`src/rtl/sdram_byte_port_if.sv`:
```
// sdram_bus: word-wide SDRAM request/ack channel between a client and the controller.
interface sdram_bus #(parameter int ADDR_BITS = 22);
  logic                 req;
  logic                 we;
  logic                 ack;
  logic [ADDR_BITS-1:0] address;
  logic [15:0]          data_write;
  logic [15:0]          data_read;
  logic [1:0]           wm;
  modport controller(output req, address, data_write, we, wm, input ack, data_read);
  modport memory(input req, address, data_write, we, wm, output ack, data_read);
endinterface

```
`src/rtl/sdram_byte_port.sv`:
```
// sdram_byte_port: byte-wide host port onto a 16-bit SDRAM bus with a one-word read cache.
module sdram_byte_port #(
  parameter int ADDR_BITS = 22
) (
  input  logic               clk,
  input  logic               reset,
  input  logic [ADDR_BITS:0] host_addr,
  input  logic               host_rd,
  input  logic               host_wr,
  input  logic [7:0]         host_wdata,
  output logic [7:0]         host_rdata,
  output logic               host_rd_valid,
  output logic               host_busy,
  input  logic               invalidate,
  sdram_bus.controller       mem
);
  typedef enum logic {IDLE, WAIT_ACK} state_t;
  state_t state, state_n;
  logic                 req, we, sel;
  logic [1:0]           wm;
  logic [ADDR_BITS-1:0] address, cache_tag;
  logic [15:0]          data_write, cache_data;
  logic                 cache_valid;
  logic [ADDR_BITS-1:0] word;
  logic                 hit, accept_wr, accept_rd, done, wr_hit;
  assign word      = host_addr[ADDR_BITS:1];
  assign hit       = cache_valid && cache_tag == word;
  assign accept_wr = state == IDLE && host_wr;
  assign accept_rd = state == IDLE && host_rd && !host_wr;
  assign done      = state == WAIT_ACK && mem.ack;
  assign wr_hit    = cache_valid && cache_tag == address;
  assign host_busy = state == WAIT_ACK;
  assign mem.req        = req;
  assign mem.we         = we;
  assign mem.wm         = wm;
  assign mem.address    = address;
  assign mem.data_write = data_write;
  always_comb begin
    state_n = state;
    state_n = (state == IDLE) ? ((accept_wr || (accept_rd && !hit)) ? WAIT_ACK : IDLE)
                              : (mem.ack ? IDLE : WAIT_ACK);
  end
  always_ff @(posedge clk) begin
    if (reset) state <= IDLE;
    else       state <= state_n;
  end
  always_ff @(posedge clk) begin
    if (reset) begin
      req           <= 1'b0;
      we            <= 1'b0;
      wm            <= 2'b11;
      sel           <= 1'b0;
      address       <= '0;
      data_write    <= '0;
      host_rd_valid <= 1'b0;
      host_rdata    <= '0;
      cache_valid   <= 1'b0;
      cache_tag     <= '0;
      cache_data    <= '0;
    end else begin
      req           <= accept_wr || (accept_rd && !hit);
      host_rd_valid <= (accept_rd && hit) || (done && !we);
      // Bus fields are only loaded on acceptance so they stay put until ack.
      if (accept_wr) begin
        we         <= 1'b1;
        wm         <= host_addr[0] ? 2'b01 : 2'b10;
        address    <= word;
        data_write <= {host_wdata, host_wdata};
        sel        <= host_addr[0];
      end else if (accept_rd && !hit) begin
        we      <= 1'b0;
        wm      <= 2'b00;
        address <= word;
        sel     <= host_addr[0];
      end
      if (accept_rd && hit) host_rdata <= host_addr[0] ? cache_data[15:8] : cache_data[7:0];
      // A fill racing an invalidate wins, so the clear sits before it.
      if (invalidate) cache_valid <= 1'b0;
      if (done && !we) begin
        host_rdata  <= sel ? mem.data_read[15:8] : mem.data_read[7:0];
        cache_data  <= mem.data_read;
        cache_tag   <= address;
        cache_valid <= 1'b1;
      end else if (done && wr_hit) begin
        cache_data <= sel ? {data_write[15:8], cache_data[7:0]} : {cache_data[15:8], data_write[7:0]};
      end
    end
  end
endmodule

```
`src/flat_wrapper.sv`:
```
// flat-port wrapper written by rule: the top's interface ports become plain ports
module sdram_byte_port_flat 
#(
  parameter int ADDR_BITS = 22
)
  (clk, reset, host_addr, host_rd, host_wr, host_wdata, host_rdata, host_rd_valid, host_busy, invalidate, mem_req, mem_address, mem_data_write, mem_we, mem_wm, mem_ack, mem_data_read);
  sdram_bus #(.ADDR_BITS(ADDR_BITS)) mem_i ();
  input  logic clk;
  input  logic reset;
  input  logic [ADDR_BITS:0] host_addr;
  input  logic host_rd;
  input  logic host_wr;
  input  logic [7:0] host_wdata;
  output logic [7:0] host_rdata;
  output logic host_rd_valid;
  output logic host_busy;
  input  logic invalidate;
  output wire logic [$bits(mem_i.req)-1:0] mem_req;
  output wire logic [$bits(mem_i.address)-1:0] mem_address;
  output wire logic [$bits(mem_i.data_write)-1:0] mem_data_write;
  output wire logic [$bits(mem_i.we)-1:0] mem_we;
  output wire logic [$bits(mem_i.wm)-1:0] mem_wm;
  input wire logic [$bits(mem_i.ack)-1:0] mem_ack;
  input wire logic [$bits(mem_i.data_read)-1:0] mem_data_read;
  assign mem_req = mem_i.req;
  assign mem_address = mem_i.address;
  assign mem_data_write = mem_i.data_write;
  assign mem_we = mem_i.we;
  assign mem_wm = mem_i.wm;
  assign mem_i.ack = mem_ack;
  assign mem_i.data_read = mem_data_read;
  sdram_byte_port #(.ADDR_BITS(ADDR_BITS)) u_core (.clk(clk), .reset(reset), .host_addr(host_addr), .host_rd(host_rd), .host_wr(host_wr), .host_wdata(host_wdata), .host_rdata(host_rdata), .host_rd_valid(host_rd_valid), .host_busy(host_busy), .invalidate(invalidate), .mem(mem_i));
endmodule
```
`config.mk`:
```
export PLATFORM = sky130hd
export DESIGN_NAME = sdram_byte_port_flat
export DESIGN_NICKNAME = d
export VERILOG_FILES = /design/src/rtl/sdram_byte_port_if.sv /design/src/rtl/sdram_byte_port.sv /design/src/flat_wrapper.sv
export SDC_FILE = /design/constraint.sdc
export NUM_CORES = 1
export LEC_CHECK = 0
export BUFFER_PORTS_ARGS = -buffer_cell sky130_fd_sc_hd__buf_2
export CAP_MARGIN = 40
export CORE_MARGIN = 2
export CORE_UTILIZATION = 25
export DETAILED_ROUTE_END_ITERATION = 6
export HOLD_SLACK_MARGIN = 0.12
export PLACE_DENSITY = 0.39
export SKIP_LAST_GASP = 1
export SYNTH_ARGS = -nofsm -noshare
export SYNTH_HDL_FRONTEND = slang
export SYNTH_SLANG_ARGS = --single-unit
```
`constraint.sdc`:
```
create_clock -name clk -period 2.8 [get_ports clk]
set_clock_uncertainty 0.1 [all_clocks]
set_input_delay 0.56 -clock clk [delete_from_list [all_inputs] [get_ports clk]]
set_output_delay 0.56 -clock clk [all_outputs]
set_load 0.05 [all_outputs]
```
# == Word level (Yosys, flattened, before mapping) ==
# Cells that the tools add are included.
# totals
regBits,92
out_inout_bits,52
# classes
eq_ne,3
n_mux,21
n_bitwise,1
reduce_logical,22
# ops
cell,n
$mux W16,3
$eq A22 B22 Y1,2
$mux W22,2
$mux W8,4
$logic_and A1 B1 Y1,10
$reduce_bool A2 Y1,5
$mux W1,9
$mux W2,3
$reduce_and A2 Y1,2
$logic_not A1 Y1,3
$logic_or A1 B1 Y1,2
$ne A2 B2 Y1 const B,1
$not A1 Y1,1

# == Logic depth before layout (Yosys ltp) ==
# Gate-level depths: netlist (run 1).
# logic_depth
depth_word,7
ltp_mapped,7

# == Worst setup path after synthesis (run 1) ==
# Ideal clock, no wire load.
# synth_timing
path_kind,reg-to-reg
from,"register u_core.state, in the netlist u_core.host_busy"
to,register u_core.cache_data[1]
setup_ps,134
arrival_ps,1850
slack_ps,716
path_stages_with_launch,7
path_buffers,1
cell_sequence,dfxtp_1 > nand3_1 > nor4_2 > nand4_1 > buf_2 > nor4_1 > nor4_1
# synth_between
elab_chain_cells,4
# synth_rtl
item,line,rtl
start: declaration,sdram_byte_port.sv:18,"state_t state, state_n;"
start signal: assignment,sdram_byte_port.sv:45,else state <= state_n;
$logic_and A1 B1 Y1 *,sdram_byte_port.sv:30,assign done = state == WAIT_ACK && mem.ack;
$logic_and A1 B1 Y1 (on tied branches),"sdram_byte_port.sv:79, sdram_byte_port.sv:84",
$ne A2 B2 Y1 (no line) or $reduce_bool A2 Y1 (tied branches),--,
$reduce_and A2 Y1 (no line),--,
end signal: assignment,sdram_byte_port.sv:81,cache_data <= mem.data_read;
end signal: assignment,sdram_byte_port.sv:85,"cache_data <= sel ? {data_write[15:8], cache_data[7:0]} : {cache_data[15:8], data_write[7:0]};"
end: declaration,sdram_byte_port.sv:22,"logic [15:0] data_write, cache_data;"
# Mark *: on every way between the ends. The rest lies on a longest branch, timed or not.
# A chain may end at the register's enable or synchronous reset.

# == Final worst setup path (run 1) ==
# layout_timing
from,register u_core.cache_tag[19]
to,"register u_core.address[18], in the netlist u_core.mem.address[18]"
# layout_between
elab_chain_cells,5
# layout_rtl
item,line,rtl
start: declaration,sdram_byte_port.sv:21,"logic [ADDR_BITS-1:0] address, cache_tag;"
start signal: assignment,sdram_byte_port.sv:82,cache_tag <= address;
$eq A22 B22 Y1,sdram_byte_port.sv:27,assign hit = cache_valid && cache_tag == word;
$logic_and A1 B1 Y1,sdram_byte_port.sv:27,
$logic_not A1 Y1,sdram_byte_port.sv:70,end else if (accept_rd && !hit) begin
$logic_and A1 B1 Y1,sdram_byte_port.sv:70,
$reduce_bool A2 Y1 (no line),--,
end signal: assignment,sdram_byte_port.sv:67,address <= word;
end signal: assignment,sdram_byte_port.sv:73,address <= word;
end: declaration,sdram_byte_port.sv:21,
# Every way passes these cells.

==> results of run 1 <==
[layout make-up]
type                       instances  share of cell area (%)
timing repair buffer             117                    12.8
multi-input combinational        362                    44.6
sequential                        84                    31.7
clock inverter                     5                   0.943
tap                              220                    5.19
clock buffer                      11                    4.76
[per-stage QoR]
stage | setup WS (ns) | hold WS [ns] | util (%)
final | 0.688 | 0.351 | 31.8
after global routing | 0.458 | 0.346 | 31.8
after floorplan | 0.716 | 0.363 | -
after CTS | 0.634 | 0.331 | 31.8
after global placement | 0.400 | 0.361 | 30.0
after detailed placement | 0.325 | 0.358 | 30.0
[cell usage in the layout, fill, tap and decap left out, drive strengths merged]
master,netlist,routed
bufinv,0,1
xnor2,27,27
nor3b,1,1
clkbuf,18,11
o31a,1,1
nor4,37,37
and4,3,3
a31oi,1,1
o22ai,1,1
or2,1,1
nor3,2,2
dfxtp,84,84
a211o,8,8
mux2i,39,39
nand3,2,2
nor2b,9,9
o21ai,2,2
nand2b,57,57
or3,1,1
xor2,17,17
and3,1,1
clkinv,0,4
buf,28,117
nor2,22,22
a211oi,24,24
nand4,8,8
nand2,63,63
a31o,1,1
a21boi,1,1
a21oi,33,33
[worst reg2reg max path, cell delays in order, from the launching register on]
cell	delay, ns
dfxtp_1	0.34
xnor2_1	0.22
nand4_1	0.10
nor4_1	0.42
a31o_2	0.42
buf_12	0.23
mux2i_1	0.20
[where the power goes]
part           switching, mW  total [mW]  internal, mW
sequential            0.0696        1.33          1.26
clock                  0.492        1.23         0.734
combinational          0.437       0.666         0.229
[layer usage]
| metal | vias up | global-route usage, % | part of all wire [%] |
|---|---|---|---|
| li1 | 1867 | - | - |
| met1 | 1729 | 18.2 | 46 |
| met2 | 105 | 23.9 | 47 |
| met3 | 10 | 4.15 | 5.5 |
| met4 | 0 | 4.17 | 1.4 |
| met5 | - | 0 | 0 |
[worst paths after layout]
check | end | from | slack (ns) | cells after the start
max | u_core.mem.address[18]$_SDFFE_PP0P_ | u_core.cache_tag[19]$_SDFFE_PP0P_ | 0.69 | 6
min | u_core.mem.data_write[7]$_SDFFE_PP0P_ | host_wdata[7] | 0.35 | 3
max reg2reg | u_core.mem.address[18]$_SDFFE_PP0P_ | u_core.cache_tag[19]$_SDFFE_PP0P_ | 0.69 | 6
min reg2reg | u_core.mem.wm[1]$_SDFFE_PP1P_ | u_core.mem.wm[1]$_SDFFE_PP1P_ | 0.36 | 2
[flip-flops by register name (all words and copies together), names as in the netlist]
register / cells
u_core.host_rdata: 8
u_core.cache_valid: 1
u_core.mem.req: 1
u_core.mem.wm: 2
u_core.mem.we: 1
u_core.mem.address: 22
u_core.sel: 1
u_core.cache_data: 16
u_core.cache_tag: 22
u_core.host_rd_valid: 1
u_core.host_busy: 1
u_core.mem.data_write: 8
[cells in the mapped netlist (4+ instances only)]
library cell	n	share of area, %
mux2i_1	39	9.1
xnor2_1	27	5.5
nand2b_1	57	8.3
nor4_2	4	1.2
nor4_1	33	4.8
buf_1	4	0.35
nand2_1	63	5.5
buf_4	9	1.6
clkbuf_1	18	1.6
a211oi_1	24	4.2
dfxtp_1	84	39
a21oi_1	33	3.8
a211o_1	8	1.6
nor2_1	22	1.9
nand4_1	8	1.2
xor2_1	17	3.5
buf_2	11	1.3
nor2b_1	9	1.3
[cell families (layout without fill, tap and decap cells)]
kind of cell           Yosys count  after routing
AND/OR/NAND/NOR                207            207
flip-flops                      84             84
AO/OA/AOI/OAI                   72             72
buffers and inverters           46            133
XOR/XNOR                        44             44
multiplexers                    39             39
==> flow_metrics.py, run 1 <==
metrics = {
    "run_status": {
        "status": "completed",
    },
    "timing": {
        "fin_setup_tns_ns": 0,
        "finalHoldViolCount": 0,
        "rsz0062_at_grt": "no",
        "tightestPinTransition_ns": 0.704,
        "min_period_over_period_pct": 75.4,
        "setup_violations": 0,
        "slew_headroom_pct": 52.7,
        "fmax_mhz": 473,
        "finalMaxSlewViolations": 0,
        "fin_crit_ns": 2.11,
    },
    "logic_synthesis": {
        "yosysWarnings": 0,
        "synth_fa_ha_area_share_pct": 0,
        "synthesis.area_um2": 4300,
        "postSynthAreaPerCell_um2": 8.74,
        "yosys.area_share.xor_xnor_pct": 8.96,
        "yosysSeqAreaShare_pct": 39.1,
        "syn_nets": 545,
        "syn_inst": 492,
        "yosys.area_share.simple_pct": 26.1,
        "synth_compound_area_share_pct": 10.8,
        "synthMuxAreaShare_pct": 9.08,
        "synth_cell_types": 34,
        "synthFlopType": "dfxtp_1",
        "synth_edf_count": 0,
        "synthArstFlopShare_pct": 0,
        "ys_ff_latch": 84,
        "synth_top_family_by_area": "simple AND/OR/NAND/NOR gates",
    },
    "drt": {
        "avgViaCountPerCell": 4.64,
        "drc": 0,
        "routed_wl_mm": 13.0,
        "wl_per_cell_um": 16.3,
        "drt_pass1_iterations": 5,
        "num_vias": 3711,
        "ant_nets": 0,
        "drt_iter0_drc": 192,
    },
    "setup_path": {
        "slowest_stage": "nor4_1",
        "cp-start-kind": "register",
        "cp_cell_sequence": "xnor2_1, nand4_1, nor4_1, a31o_2, buf_12, mux2i_1",
        "critPathBufInv": 1,
        "cpPeakStageDelay_ns": 0.42,
        "worstPathRequired_ns": 2.96,
        "path_class": "register to register",
        "path_max_fanout": 18,
        "cpLargestDelayFamily": "simple AND/OR/NAND/NOR gates",
        "critPathCaptureType": "register",
        "cp.arrival_ns": 2.28,
    },
    "power": {
        "powerDensity_nw_per_um2": 607,
        "power.total_mw": 3.22,
        "p_leak_nw": 2.17,
        "ir_drop_v": 0.000334,
    },
    "flow_run": {
        "maxCapViolations": 0,
    },
    "clocking": {
        "tritoncts": "yes",
        "post-cts-setup-buffer-count": 0,
        "cts_inserted_buffers": 9,
        "cts_root_buf": "clkbuf_16",
        "postCtsHoldBufs": 0,
        "cts_max_level": 3,
        "insertion_delay_ns": 0.34,
        "clkTransAtPathRegs_ns": 0.06,
        "postCtsResizedCells": 0,
        "clock_sinks": 84,
        "clk_path_buf_depth": 2,
    },
    "grt": {
        "grt_overflow": 0,
        "grt_pass1_wl_mm": 20.0,
        "first_global_vias": 3656,
        "antenna_found_initial": 0,
        "grt_max_degree": 62,
        "track_usage_pct": 14.4,
    },
    "place": {
        "globalplace.congestion": 0.744,
        "portBuffers": 104,
        "dpl.cell_count": 783,
        "placed_cell_area_um2": 5010,
        "hpwl_mm": 9.18,
    },
    "hold_path": {
        "hold_class": "input port to register",
    },
    "final_layout": {
        "final_cells": 799,
        "fill_cells": 1819,
        "multi_input_area_um2": 2370,
        "antennaDiodeCount": 0,
        "drive_above_1_share_pct": 24.4,
        "area_delta_synth_final_pct": 23.4,
        "layout.nets": 627,
        "regArea_um2": 1680,
        "finalInstanceArea_um2": 5310,
    },
    "die": {
        "dieArea_um2": 18300,
        "placeableCoreArea_um2": 16700,
        "rows": 47,
        "start_util_pct": 25.8,
        "io_pins": 105,
        "dieWidth_um": 135,
        "die_y_um": 135,
    },
}
No activity file was read; power rests on OpenSTA's default activity.
==> run 2: changes to the inputs <==
- PLACE_DENSITY: 0.39 -> 0.41
- clock period: 2.8 -> 1.9 ns (I/O delays scaled with it)
==> run 2 against run 1 <==
Effect of this change: the run now ends with setup timing left; flip-flop and latch count stayed put; first-iteration DRC count down 2.6%; via count increased by 3.0%; wire length up 5.7%; fmax is 6.9% higher; global-route usage rose by 0.34 points; combinational power up 74%.
==> flow_metrics.py, run 2 (synthesized netlist as in run 1, its figures left out) <==
metrics = {
    "run_status": {
        "status": "finished, violations left",
        "violations": "setup timing",
    },
    "grt": {
        "antenna_found_initial": 0,
        "grt_pass1_wl_mm": 20.3,
        "first_global_vias": 3684,
        "track_usage_pct": 14.7,
        "grt_max_degree": 69,
        "grt_overflow": 0,
    },
    "power": {
        "ir_drop_v": 0.000520,
        "swShare_pct": 31.7,
        "seqPwrFrac_pct": 39.9,
        "p_leak_nw": 2.41,
        "p_sw_mw": 1.57,
        "pwr-share-comb_pct": 23.3,
        "p_clk_share_pct": 36.7,
        "p_int_mw": 3.38,
        "powerDensity_nw_per_um2": 820,
    },
    "timing": {
        "slew_headroom_pct": 73.3,
        "whs_ns": 0.167,
        "layout_setup_ws_ns": -0.0766,
        "fmax_mhz": 506,
        "rsz0062_at_grt": "yes",
        "min_period_over_period_pct": 104,
        "finalHoldViolCount": 0,
        "setup_violations": 46,
        "fin_crit_ns": 1.98,
        "finalMaxSlewViolations": 0,
        "fin_setup_tns_ns": -1.93,
        "tightestPinTransition_ns": 0.400,
    },
    "drt": {
        "drc": 0,
        "routed_wl_mm": 13.7,
        "drt_pass1_iterations": 4,
        "num_vias": 3824,
        "drt_iter0_drc": 187,
        "ant_nets": 0,
        "wl_per_cell_um": 16.7,
        "avgViaCountPerCell": 4.65,
    },
    "final_layout": {
        "final_cell_mix": "104 x buf_2, 63 x nand2_1, 57 x nand2b_1",
        "regArea_um2": 1730,
        "multi_input_area_um2": 2750,
        "layout.cells.most_common": "buf_2",
        "layout.nets": 651,
        "final_cells": 823,
        "area_delta_synth_final_pct": 40.3,
        "top_regs": "u_core.cache_tag x22, u_core.mem.address x22, u_core.cache_data x16",
        "drive_above_1_share_pct": 38.0,
        "antennaDiodeCount": 0,
        "fill_cells": 1746,
    },
    "setup_path": {
        "path_class": "register to register",
        "cpPeakStageDelay_ns": 0.37,
        "slowest_stage": "dfxtp_4",
        "path_max_fanout": 8,
        "critPathCaptureType": "register",
        "r2r_start": "u_core.mem.address[5]$_SDFFE_PP0P_",
        "crit_start": "u_core.mem.address[5]$_SDFFE_PP0P_",
        "cpLargestDelayFamily": "simple AND/OR/NAND/NOR gates",
        "cp-start-kind": "register",
        "critPathBufInv": 3,
        "path_common_cell": "nor4_4",
        "cp_cell_sequence": "xor2_4, nor4_4, buf_4, nand4_1, buf_6, buf_12, nor4_4, nor4_1",
        "cp.arrival_ns": 2.10,
        "worstPathRequired_ns": 2.03,
    },
    "die": {
        "dieWidth_um": 135,
        "dieArea_um2": 18300,
        "start_util_pct": 25.8,
        "rows": 47,
        "die_y_um": 135,
        "io_pins": 105,
        "placeableCoreArea_um2": 16700,
    },
    "place": {
        "globalplace.congestion": 0.757,
        "portBuffers": 104,
        "hpwl_mm": 9.19,
        "dp_slack_ns": -0.282,
        "dpl.cell_count": 801,
    },
    "clocking": {
        "cts_max_level": 3,
        "tritoncts": "yes",
        "postCtsHoldBufs": 0,
        "cts_root_buf": "clkbuf_16",
        "insertion_delay_ns": 0.35,
        "cts_inserted_buffers": 9,
        "clock_sinks": 84,
        "clkTransAtPathRegs_ns": 0.06,
        "clk_path_buf_depth": 2,
    },
    "hold_path": {
        "hold_class": "input port to register",
        "hp-start": "host_wdata[0]",
    },
    "flow_run": {
        "maxCapViolations": 0,
    },
}
-- run 2: cell types whose count changed in the layout (fill, tap and decap cells not counted), sizes merged --
cell    delta
clkbuf     +1
buf       +23
-- run 2: worst paths after layout --
| check | endpoint | slack (ns) | depth (start not counted) |
|---|---|---|---|
| worst max-delay path | u_core.cache_data[14]$_SDFFE_PP0P_ | -0.08 | 8 |
| worst min-delay path | u_core.mem.data_write[8]$_SDFFE_PP0P_ | 0.17 | 3 |
| worst max register to register | u_core.cache_data[14]$_SDFFE_PP0P_ | -0.08 | 8 |
| worst min register to register | u_core.mem.wm[0]$_SDFFE_PP1P_ | 0.35 | 2 |
-- run 2: per-layer routing --
| metal | routed length, um | track usage [%] | vias up |
|---|---|---|---|
| met4 | 131 | 3.36 | 0 |
| met1 | 6280 | 18.6 | 1801 |
| met3 | 860 | 5.05 | 9 |
| li1 | - | - | 1911 |
| met2 | 6470 | 24.3 | 103 |
| met5 | 0 | 0 | - |
-- run 2: per-stage QoR --
stage          util, %  area, um2  total power [mW]
4_1_cts           33.9       5660              4.96
5_1_grt           36.1       6030              5.18
3_5_place_dp      31.3       5220              3.08
2_1_floorplan        -       4330              2.71
6_report          36.1       6030              4.95
3_3_place_gp      31.3       5220              3.06
-- run 2: area by class of cell --
type	count	share of cell area, %
multi-input cells	362	45.6
flip-flops and latches	84	28.7
repair buffers	141	16.2
well taps	220	4.56
clock buffers	11	4.19
clock inverters	5	0.829
-- run 2: worst min-delay path: stages --
cell and delay, ns:
buf_2 0.09, nand2_1 0.04, a21oi_1 0.05
-- run 2: timing repair --
item | in CTS | in global routing
buffers inserted | 2 | 1
pin swaps | 12 | 31
gates cloned | 2 | 1
hold endpoints to repair | 0 | 0
endpoints found under the setup margin | 36 | 53
gates resized for setup | 19 | 63
-- run 2: power groups by stage --
stage               clock, mW  sequential [mW]  combinational, mW
detailed placement          0             2.01               1.07
global route             1.95             1.99               1.24
finish                   1.82             1.98               1.16
global placement            0             2.00               1.06
floorplan                   0             2.21              0.497
CTS                      1.89             1.97               1.11
==> run 3: changes to the inputs <==
- CTS_BUF_LIST: unset -> sky130_fd_sc_hd__clkbuf_16
==> run 3 against run 2 <==
Effect of this change: the flow still finishes with violations (setup timing); worst setup slack improved by 0.023 ns; critical path type unchanged; critical endpoint is now u_core.mem.address[2]$_SDFFE_PP0P_; largest cell class unchanged; fmax is 1.2% higher; cell count unchanged; sequential power about the same; clock power decreased by 5%.
==> flow_metrics.py, run 3 (synthesized netlist as in run 1, its figures left out) <==
metrics = {
    "run_status": {
        "status": "finished, violations left",
        "violations": "setup timing",
    },
    "drt": {
        "drc": 0,
        "wl_per_cell_um": 16.4,
        "drt_pass1_iterations": 4,
        "ant_nets": 0,
        "num_vias": 3839,
        "drt_iter0_drc": 211,
        "avgViaCountPerCell": 4.66,
        "routed_wl_mm": 13.5,
    },
    "grt": {
        "grt_max_degree": 69,
        "track_usage_pct": 14.7,
        "antenna_found_initial": 0,
        "grt_overflow": 0,
        "first_global_vias": 3683,
        "grt_pass1_wl_mm": 20.3,
    },
    "flow_run": {
        "maxCapViolations": 0,
    },
    "place": {
        "hpwl_mm": 9.19,
        "portBuffers": 104,
        "globalplace.congestion": 0.757,
        "dp_slack_ns": -0.282,
    },
    "clocking": {
        "cts_root_buf": "clkbuf_16",
        "insertion_delay_ns": 0.34,
        "postCtsHoldBufs": 0,
        "cts_max_level": 3,
        "clk_path_buf_depth": 2,
        "clkTransAtPathRegs_ns": 0.06,
        "tritoncts": "yes",
        "cts_inserted_buffers": 9,
        "clock_sinks": 84,
    },
    "hold_path": {
        "hold_class": "input port to register",
        "min_path_cells": 3,
        "hp-start": "host_wdata[7]",
        "hold_path_end": "u_core.mem.data_write[7]$_SDFFE_PP0P_",
    },
    "setup_path": {
        "critPathCaptureType": "register",
        "r2r-end": "u_core.mem.address[2]$_SDFFE_PP0P_",
        "path_class": "register to register",
        "r2r_start": "u_core.cache_tag[14]$_SDFFE_PP0P_",
        "cp-start-kind": "register",
        "cp.arrival_ns": 2.12,
        "rrSetupSlack_ns": -0.05,
        "path_max_fanout": 8,
        "worstPathRequired_ns": 2.07,
        "crit_start": "u_core.cache_tag[14]$_SDFFE_PP0P_",
        "ff2ff_path_depth": 7,
    },
    "final_layout": {
        "area_delta_synth_final_pct": 36.4,
        "final_cell_mix": "104 x buf_2, 63 x nand2_1, 57 x nand2b_1",
        "antennaDiodeCount": 0,
        "layout.nets": 651,
        "drive_above_1_share_pct": 36.7,
        "fill_cells": 1765,
        "top_regs": "u_core.cache_tag x22, u_core.mem.address x22, u_core.cache_data x16",
        "layout.cells.most_common": "buf_2",
    },
    "timing": {
        "slew_headroom_pct": 74.0,
        "finalMaxSlewViolations": 0,
        "tightestPinTransition_ns": 0.390,
        "finalHoldViolCount": 0,
        "layout_setup_ws_ns": -0.0534,
        "min_period_over_period_pct": 103,
        "rsz0062_at_grt": "yes",
        "fin_crit_ns": 1.95,
        "setup_violations": 29,
        "fmax_mhz": 512,
    },
    "die": {
        "die_y_um": 135,
        "dieWidth_um": 135,
        "start_util_pct": 25.8,
        "dieArea_um2": 18300,
        "io_pins": 105,
        "placeableCoreArea_um2": 16700,
        "rows": 47,
    },
    "power": {
        "powerDensity_nw_per_um2": 822,
        "power.total_mw": 4.82,
        "ir_drop_v": 0.000501,
        "p_leak_nw": 2.37,
    },
}
run 3: cell count changes in the layout (fill, tap and decap cells not counted):
| cell | change |
|---|---|
| nor4_1 | +4 |
| clkinv_1 | +2 |
| nor4_4 | -10 |
| buf_12 | -2 |
| xor2_1 | +1 |
| dfxtp_4 | -1 |
| xor2_4 | -1 |
| nor4_2 | +6 |
| dfxtp_1 | +1 |
| buf_6 | +1 |
| clkbuf_8 | -2 |
| buf_8 | +1 |
run 3: worst max-delay path by stage:
| stage | cells after the start | end |
|---|---|---|
| after global placement | 8 | u_core.mem.address[20]$_SDFFE_PP0P_ |
| after detailed placement | 8 | u_core.mem.address[1]$_SDFFE_PP0P_ |
| after floorplan | 6 | u_core.cache_data[1]$_SDFFE_PP0P_ |
| after CTS | 7 | u_core.mem.address[2]$_SDFFE_PP0P_ |
| after global routing | 7 | u_core.mem.address[9]$_SDFFE_PP0P_ |
| final | 7 | u_core.mem.address[2]$_SDFFE_PP0P_ |
run 3: metrics by stage:
stage	util, %	instance area, um2	TNS [ns]	std cells	hold WS, ns
3_5_place_dp	31.3	5220	-7.69	801	0.359
5_1_grt	35.1	5870	-3.35	823	0.166
4_1_cts	33.8	5640	-1.64	821	0.159
3_3_place_gp	31.3	5220	-8.75	801	0.349
2_1_floorplan	-	4330	0	492	0.363
6_report	35.1	5870	-1.01	823	0.169
run 3: timing repair:
item	in CTS	in global routing
setup endpoints to repair	36	53
setup buffers	2	1
gates cloned	2	1
resized for setup	19	42
pin swaps	12	13
run 3: metal layers:
layer	vias up	GRT usage (%)	wire (um)	part of all wire [%]
met1	1791	18.6	6000	44
met5	-	0	0	0
met4	0	3.36	173	1.3
met2	123	24.3	6390	47
li1	1914	-	-	-
met3	11	5.05	972	7.2
run 3: layout make-up:
class                           instances  area [um2]  share of cell area (%)
Clock buffer                            9         225                    3.84
Sequential cell                        84        1730                    29.5
Multi-Input combinational cell        362        2620                    44.6
Timing Repair Buffer                  141         962                    16.4
Tap cell                              220         275                    4.69
Clock inverter                          7        57.6                   0.981
run 3: critical path, cell delays in order, from the launching register on:
cell and delay (ns):
dfxtp_2 0.37, xnor2_2 0.12, nand4_1 0.20, nor4_2 0.34
buf_4 0.17, a31o_4 0.22, buf_12 0.16, mux2i_1 0.19
run 3: where the power goes:
| part | total [mW] | leakage, nW | internal [mW] | switching (mW) |
|---|---|---|---|---|
| sequential | 1.97 | 0.699 | 1.87 | 0.103 |
| clock | 1.73 | 0.144 | 1.00 | 0.727 |
| combinational | 1.13 | 1.53 | 0.423 | 0.703 |
| total | 4.82 | 2.37 | 3.29 | 1.53 |
